`config.mk`:
```
export PLATFORM = sky130hd
export DESIGN_NAME = clk_gate_ctrl
export DESIGN_NICKNAME = d
export VERILOG_FILES = /design/src/rtl/clk_gate_ctrl.sv
export SDC_FILE = /design/constraint.sdc
export NUM_CORES = 1
export LEC_CHECK = 0
export CAP_MARGIN = 40
export CORE_UTILIZATION = 23
export CTS_CLUSTER_DIAMETER = 60
export DETAILED_ROUTE_END_ITERATION = 6
export PLACE_DENSITY_LB_ADDON = 0.3
export REMOVE_ABC_BUFFERS = 1
export SLEW_MARGIN = 20
export SYNTH_ARGS = -nofsm -noshare
export SYNTH_HDL_FRONTEND = slang
export SYNTH_SLANG_ARGS = --single-unit
```
`constraint.sdc`:
```
create_clock -name CK -period 2.1 [get_ports CK]
set_clock_uncertainty 0.1 [all_clocks]
set_input_delay 0.21 -clock CK [delete_from_list [all_inputs] [get_ports CK]]
set_output_delay 0.21 -clock CK [all_outputs]
set_load 0.01 [all_outputs]
```
`src/rtl/clk_gate_ctrl.sv`:
```
// Per-domain clock-gating controller: gates idle domains, re-enables them on activity, reports ready.
// Optional per-domain gating-event counters are built when CLK_GATE_CTRL_STATS_EN is defined.
module clk_gate_ctrl #(
    parameter int N_DOM    = 4,
    parameter int IDLE_CNT = 8,
    parameter int WAKE_LAT = 2
) (
    input  logic                 CK,
    input  logic                 RST,
    input  logic                 SE,
    input  logic                 force_on,
    input  logic [N_DOM-1:0]     busy,
    input  logic [N_DOM-1:0]     wake_req,
    output logic [N_DOM-1:0]     en,
    output logic [N_DOM-1:0]     rdy,
    output logic [N_DOM-1:0]     gated,
    output logic [8*N_DOM-1:0]   gate_cnt
);

    localparam int IW = $clog2(IDLE_CNT + 1);

    typedef enum logic [1:0] {
        ST_RUN  = 2'd0,
        ST_OFF  = 2'd1,
        ST_WAKE = 2'd2
    } state_t;

    generate
        for (genvar gi = 0; gi < N_DOM; gi++) begin : g_dom
            state_t          state_reg;
            logic [IW-1:0]   idle_reg;
            logic [3:0]      wake_reg;
            logic            en_reg;
            logic            rdy_reg;
            logic            gated_reg;
            logic            trigger;
            logic            go_off;

            assign trigger = busy[gi] | wake_req[gi] | force_on;
            // The idle edge that would bring the count to IDLE_CNT is the gating edge.
            assign go_off  = (state_reg == ST_RUN) && !trigger &&
                             (idle_reg == IW'(IDLE_CNT - 1));

            always_ff @(posedge CK) begin
                if (RST) begin
                    state_reg <= ST_RUN;
                    idle_reg  <= '0;
                    wake_reg  <= '0;
                    en_reg    <= 1'b1;
                    rdy_reg   <= 1'b1;
                    gated_reg <= 1'b0;
                end else if (!SE) begin
                    case (state_reg)
                        ST_RUN: begin
                            if (trigger) begin
                                idle_reg <= '0;
                            end else if (go_off) begin
                                state_reg <= ST_OFF;
                                idle_reg  <= '0;
                                en_reg    <= 1'b0;
                                rdy_reg   <= 1'b0;
                                gated_reg <= 1'b1;
                            end else begin
                                idle_reg <= idle_reg + 1'b1;
                            end
                        end
                        ST_OFF: begin
                            if (trigger) begin
                                state_reg <= ST_WAKE;
                                wake_reg  <= 4'd1;
                                en_reg    <= 1'b1;
                                gated_reg <= 1'b0;
                            end
                        end
                        ST_WAKE: begin
                            // Activity inputs are ignored until the clock has settled.
                            if (wake_reg == 4'(WAKE_LAT)) begin
                                state_reg <= ST_RUN;
                                wake_reg  <= '0;
                                idle_reg  <= '0;
                                rdy_reg   <= 1'b1;
                            end else begin
                                wake_reg <= wake_reg + 4'd1;
                            end
                        end
                        default: begin
                            state_reg <= ST_RUN;
                            idle_reg  <= '0;
                            wake_reg  <= '0;
                            en_reg    <= 1'b1;
                            rdy_reg   <= 1'b1;
                            gated_reg <= 1'b0;
                        end
                    endcase
                end
            end

            assign en[gi]    = en_reg;
            assign rdy[gi]   = rdy_reg;
            assign gated[gi] = gated_reg;

`ifdef CLK_GATE_CTRL_STATS_EN
            logic [7:0] cnt_reg;

            always_ff @(posedge CK) begin
                if (RST) begin
                    cnt_reg <= '0;
                end else if (!SE && go_off && (cnt_reg != 8'hFF)) begin
                    cnt_reg <= cnt_reg + 8'd1;
                end
            end

            assign gate_cnt[8*gi +: 8] = cnt_reg;
`endif
        end
    endgenerate

`ifndef CLK_GATE_CTRL_STATS_EN
    assign gate_cnt = '0;
`endif

endmodule
```
# After elaboration in Yosys (flattened, before gate mapping)
# Cells that the tools add are included.
totals:
  ff_bits: 52
  input_bits: 12
  elab_cells: 209
  out_inout_bits: 44
classes:
  add_sub_neg: 8
  n_reduce_logical: 36
  eq_ne: 32
  mux: 88
  n_bitwise: 21
ops:
  columns: ["op", "count"]
  rows:
  - ["$pmux W4 S3", 8]
  - ["$mux W4", 20]
  - ["$reduce_and A5 Y1", 12]
  - ["$pmux W1 S3", 12]
  - ["$add A4 B1 Y4 const B", 8]
  - ["$mux W2", 16]
  - ["$ne A2 B2 Y1 const B", 16]
  - ["$mux W1", 28]
  - ["$pmux W2 S3", 4]
  - ["$reduce_and A3 Y1", 8]
  - ["$eq A4 B2 Y1 const B", 4]
  - ["$eq A4 B3 Y1 const B", 4]
  - ["$not A1 Y1", 13]
  - ["$eq A2 B1 Y1 const B", 4]
  - ["$eq A2 B2 Y1 const B", 4]
  - ["$logic_and A1 B1 Y1", 8]
  - ["$logic_not A2 Y1", 4]
  - ["$or A1 B1 Y1", 8]
  - ["$logic_not A1 Y1", 4]

# Depth between registers and ports, before layout
logic_depth:
  depth_word: 8
  mapped_depth: 7

# Least setup slack after synthesis
# Ideal clock, no wire load.
synth_path:
  path_type: "register to register"
  startpoint: "register g_dom[1].wake_reg[0]"
  endpoint: "register g_dom[1].rdy_reg"
  path_slack_ns: 0.124
  setup_time_ns: 0.122
  path_buffers: 1
  t_arrival_ns: 1.754
  stages_incl_launch_ff: 8
  path_cell_list: "dfxtp_1 > inv_1 > ha_1 > or3b_1 > clkbuf_1 > a211oi_4 > nand2_1 > a221o_1"
synth_via:
  elab_chain_len: 3
synth_rtl:
  columns: ["item", "line_no", "text"]
  rows:
  - ["from (decl)", "32", "logic [3:0] wake_reg;"]
  - ["from (signal assigned)", "83", "wake_reg <= wake_reg + 4'd1;"]
  - ["$eq A4 B2 Y1", "77", "if (wake_reg == 4'(WAKE_LAT)) begin"]
  - ["$ne A2 B2 Y1 (no line)", null, null]
  - ["$reduce_and A5 Y1 (no line)", null, null]
  - ["to (signal assigned)", "61", "rdy_reg <= 1'b0;"]
  - ["to (signal assigned)", "81", "rdy_reg <= 1'b1;"]
  - ["to (signal assigned)", "91", "rdy_reg <= 1'b1;"]
  - ["to (decl)", "34", "logic rdy_reg;"]
# Every way passes these cells.
# A chain may end at the register's enable or synchronous reset.

# Worst setup path after layout
layout_path:
  startpoint: "register g_dom[2].state_reg[1]"
  endpoint: "register g_dom[2].wake_reg[1]"
layout_via:
  elab_chain_len: 3
  elab_cells_between_ends: 7
  classes_between: "eq/ne: 3; mux: 1; bitwise: 1; reduce/logical: 2"
layout_rtl:
  columns: ["item", "line_no", "text"]
  rows:
  - ["from (decl)", "30", "state_t state_reg;"]
  - ["from (signal assigned)", "46", "state_reg <= ST_RUN;"]
  - ["from (signal assigned)", "58", "state_reg <= ST_OFF;"]
  - ["from (signal assigned)", "69", "state_reg <= ST_WAKE;"]
  - ["$eq A2 B1 Y1 / $logic_not A2 Y1 (equally long branches)", "53", "case (state_reg)"]
  - ["$ne A2 B2 Y1 (no line) / $not A1 Y1 (equally long branches)", null, null]
  - ["$reduce_and A3 Y1 (no line)", null, null]
  - ["to (signal assigned)", "83", null]
  - ["to (decl)", "32", null]
# Parallel ways exist; a longest one is shown, timed or not.

==> results.py <==
metrics = {
    "synth": {
        "syn_inst": 386,
        "synth_top_cell_by_area": "dfxtp_1",
        "synth_top_flop_cell": "dfxtp_1",
        "synth-edff-count": 0,
        "synth_top_area_share": 0.319,
        "netlist_area_mm2": 0.00326,
        "yosysWarningCount": 0,
        "yosysUniqueCellTypes": 56,
        "postSynthAreaPerCell_um2": 8.45,
        "synth_area_leaders": "dfxtp_1, buf_4, ha_1, a21oi_1, nand2_1",
        "yosys_register_bits": 52,
        "synth-async-reset-ratio": 0,
        "yosysSeqAreaShare": 0.319,
    },
    "clock_network": {
        "clkLatencyLatePin_ps": 290,
        "cts_buffers": 5,
        "cts_tree": "done",
        "clockBufferDepth": 2,
        "root_buffer": "clkbuf_16",
        "clock-sinks": 52,
        "clk_pin_slew_ps": 70,
        "htree_num_levels": 2,
    },
    "hold_path": {
        "min_path_type": "reg2reg",
        "hold_depth": 2,
        "min_to": "g_dom[1].gated_reg$_SDFFE_PP0P_",
        "min_from": "g_dom[1].gated_reg$_SDFFE_PP0P_",
    },
    "floorplanning": {
        "die-area_mm2": 0.0147,
        "die_x_um": 121,
        "start_util": 0.235,
        "ios": 56,
        "dieHeight_um": 121,
        "std_cell_rows": 43,
        "core_mm2": 0.0139,
    },
    "timing": {
        "tns_ps": 0,
        "hold_violations": 0,
        "worst_pin_slew_ps": 644,
        "relSlewSlack": 0.566,
        "fin_crit_sh": 0.979,
        "drv_slew": 0,
        "rsz0062_at_grt": "yes",
        "setup_slack_ps": 44.2,
        "hold_ws_ps": 342,
        "finalSetupViolations": 0,
        "max_clock_freq_mhz": 486,
        "final_period_minus_worst_setup_slack_ps": 2060,
    },
    "setup_path": {
        "critPathKind": "reg2reg",
        "crit_chain": "inv_1 > ha_1 > nor4b_1 > buf_4 > or3_4 > or4_1 > a21oi_2",
        "cp_max_fo": 4,
        "rr_worst_depth": 7,
        "worst-path-buf-inv": 2,
        "reg2reg_from": "g_dom[2].state_reg[1]$_SDFFE_PP0P_",
        "r2r_setup_slack_ps": 40,
        "cp-start-kind": "register",
        "r2r-end": "g_dom[2].wake_reg[1]$_SDFFE_PP0P_",
        "cp.arrival_ps": 2190,
        "worstPathRequired_ps": 2230,
        "worst_path_largest_cell_delay_ps": 510,
        "cp_top_family": "simple AND/OR/NAND/NOR gates",
        "slowest_stage": "or4_1",
        "cp-end-kind": "register",
    },
    "routing": {
        "drt-total-wl_um": 7250,
        "first_pass_iters": 6,
        "drt-initial-drc-count": 194,
        "remaining_drc_errors": 0,
        "avgRoutedWirePerCell_um": 12.0,
        "vias": 2803,
        "antenna_left": 0,
        "avgViaCountPerCell": 4.63,
    },
    "placed_design": {
        "hpwlAfterDp_um": 5330,
        "routabilityCongestion": 0.775,
        "dp_slack_ps": -132,
        "io_buffers": 23,
    },
    "layout": {
        "diodes": 0,
        "mostFrequentLayoutCells": "dfxtp_1, nand2_1, buf_4",
        "fin_nets": 459,
        "drive_gt1_frac": 0.146,
        "multi_input_area_mm2": 0.00191,
        "area_growth_pct": 19.8,
        "layout_commonest_cell": "dfxtp_1",
        "seqCellArea_mm2": 0.00104,
        "nFillCells": 1473,
    },
    "run": {
        "drv_cap": 0,
    },
    "power": {
        "cellLeakagePower_nw": 1.48,
        "cellPowerDensity_mw_per_mm2": 532,
        "vdd_drop_max_uv": 271,
    },
    "global_routing": {
        "grt_usage": 0.101,
        "grt_max_degree": 43,
        "grt_pass1_vias": 2558,
        "gr-total-overflow": 0,
        "antenna_found_initial": 0,
        "grt_pass1_wl_um": 11800,
    },
    "run_status": {
        "status": "finished clean",
    },
}
==> layout make-up <==
class / instances / area share
clock buffers: 6 / 0.0356
clock inverters: 2 / 0.00256
well taps: 180 / 0.0577
flip-flops and latches: 52 / 0.266
repair buffers: 57 / 0.127
inverters: 22 / 0.0211
multi-input cells: 287 / 0.489
==> metal layers <==
layer,part of all wire,track usage
met1,0.47,0.121
met2,0.48,0.175
met3,0.035,0.0230
met4,0.018,0.0370
met5,0,0
==> worst max-delay path by stage <==
stage	endpoint	startpoint	depth (start not counted)	slack (ps)
global placement	g_dom[2].wake_reg[1]$_SDFFE_PP0P_	force_on	7	-90
floorplan	g_dom[3].rdy_reg$_SDFFE_PP1P_	g_dom[3].wake_reg[0]$_SDFFE_PP0P_	6	140
finish	g_dom[2].wake_reg[1]$_SDFFE_PP0P_	g_dom[2].state_reg[1]$_SDFFE_PP0P_	7	40
detailed placement	g_dom[2].wake_reg[1]$_SDFFE_PP0P_	force_on	7	-130
global route	g_dom[2].wake_reg[1]$_SDFFE_PP0P_	g_dom[2].state_reg[1]$_SDFFE_PP0P_	7	-20
CTS	g_dom[2].wake_reg[1]$_SDFFE_PP0P_	g_dom[2].state_reg[1]$_SDFFE_PP0P_	7	30
==> tightest hold or removal path, delay by kind of cell (launching register included) <==
kind	cells	cell delay, ps
DFF	1	310
AOI/OAI and AO/OA	1	50
buffers and inverters	1	40
==> repair_timing <==
item / CTS / global route
setup buffers: 0 / 0
hold buffers: 0 / 0
endpoints found under the hold margin: 0 / 0
resized for setup: 0 / 5
setup endpoints to repair: 0 / 6
==> per-stage QoR <==
step	std cells	area (um^2)	utilization	total power, mW
after floorplan	361	3000	-	1.14
final	606	3910	0.281	2.08
after global routing	606	3910	0.281	2.18
after detailed placement	598	3720	0.268	1.25
after CTS	606	3870	0.279	2.11
after global placement	598	3720	0.268	1.25
==> report_power, final <==
group | switching (mW) | internal [mW] | total [mW] | leakage, nW
Combinational | 0.138 | 0.0929 | 0.231 | 0.987
Sequential | 0.00713 | 0.996 | 1.00 | 0.420
Clock | 0.374 | 0.471 | 0.845 | 0.0766
Total | 0.520 | 1.56 | 2.08 | 1.48
==> cell usage after synthesis (all sizes together), types with 2 or more instances <==
| master | n |
|---|---|
| dfxtp | 52 |
| buf | 47 |
| nand2 | 34 |
| a21oi | 26 |
| ha | 22 |
| inv | 22 |
| nand3 | 20 |
| o21ai | 12 |
| nand3b | 11 |
| nor2 | 11 |
| nor3 | 10 |
| clkbuf | 9 |
| a31oi | 7 |
| a21o | 6 |
| and3 | 6 |
| nand4 | 6 |
| a31o | 5 |
| nand4b | 5 |
| nor4 | 5 |
| a211oi | 4 |
| a221oi | 4 |
| mux2i | 4 |
| nor4b | 4 |
| or3 | 4 |
| or3b | 4 |
| or4 | 4 |
| a221o | 3 |
| and2 | 3 |
| and3b | 3 |
| nand2b | 3 |
| nor3b | 3 |
| o31ai | 3 |
| or4b | 3 |
| a211o | 2 |
| a311oi | 2 |
| nor2b | 2 |
| o211ai | 2 |
| o41ai | 2 |
| xnor2 | 2 |
==> cell families (layout without fill, tap and decap cells) <==
kind of cell,Yosys count,count (layout),share of synthesized area
AO/OA/AOI/OAI,85,85,0.186
adder cells (fa/ha/maj),22,22,0.0844
XOR/XNOR,2,2,0.00537
AND/OR/NAND/NOR,142,142,0.251
flip-flops,52,52,0.319
multiplexers,4,4,0.0123
buffers and inverters,78,87,0.141
other,1,32,0.00115
Power figures use the tool's default switching activity.
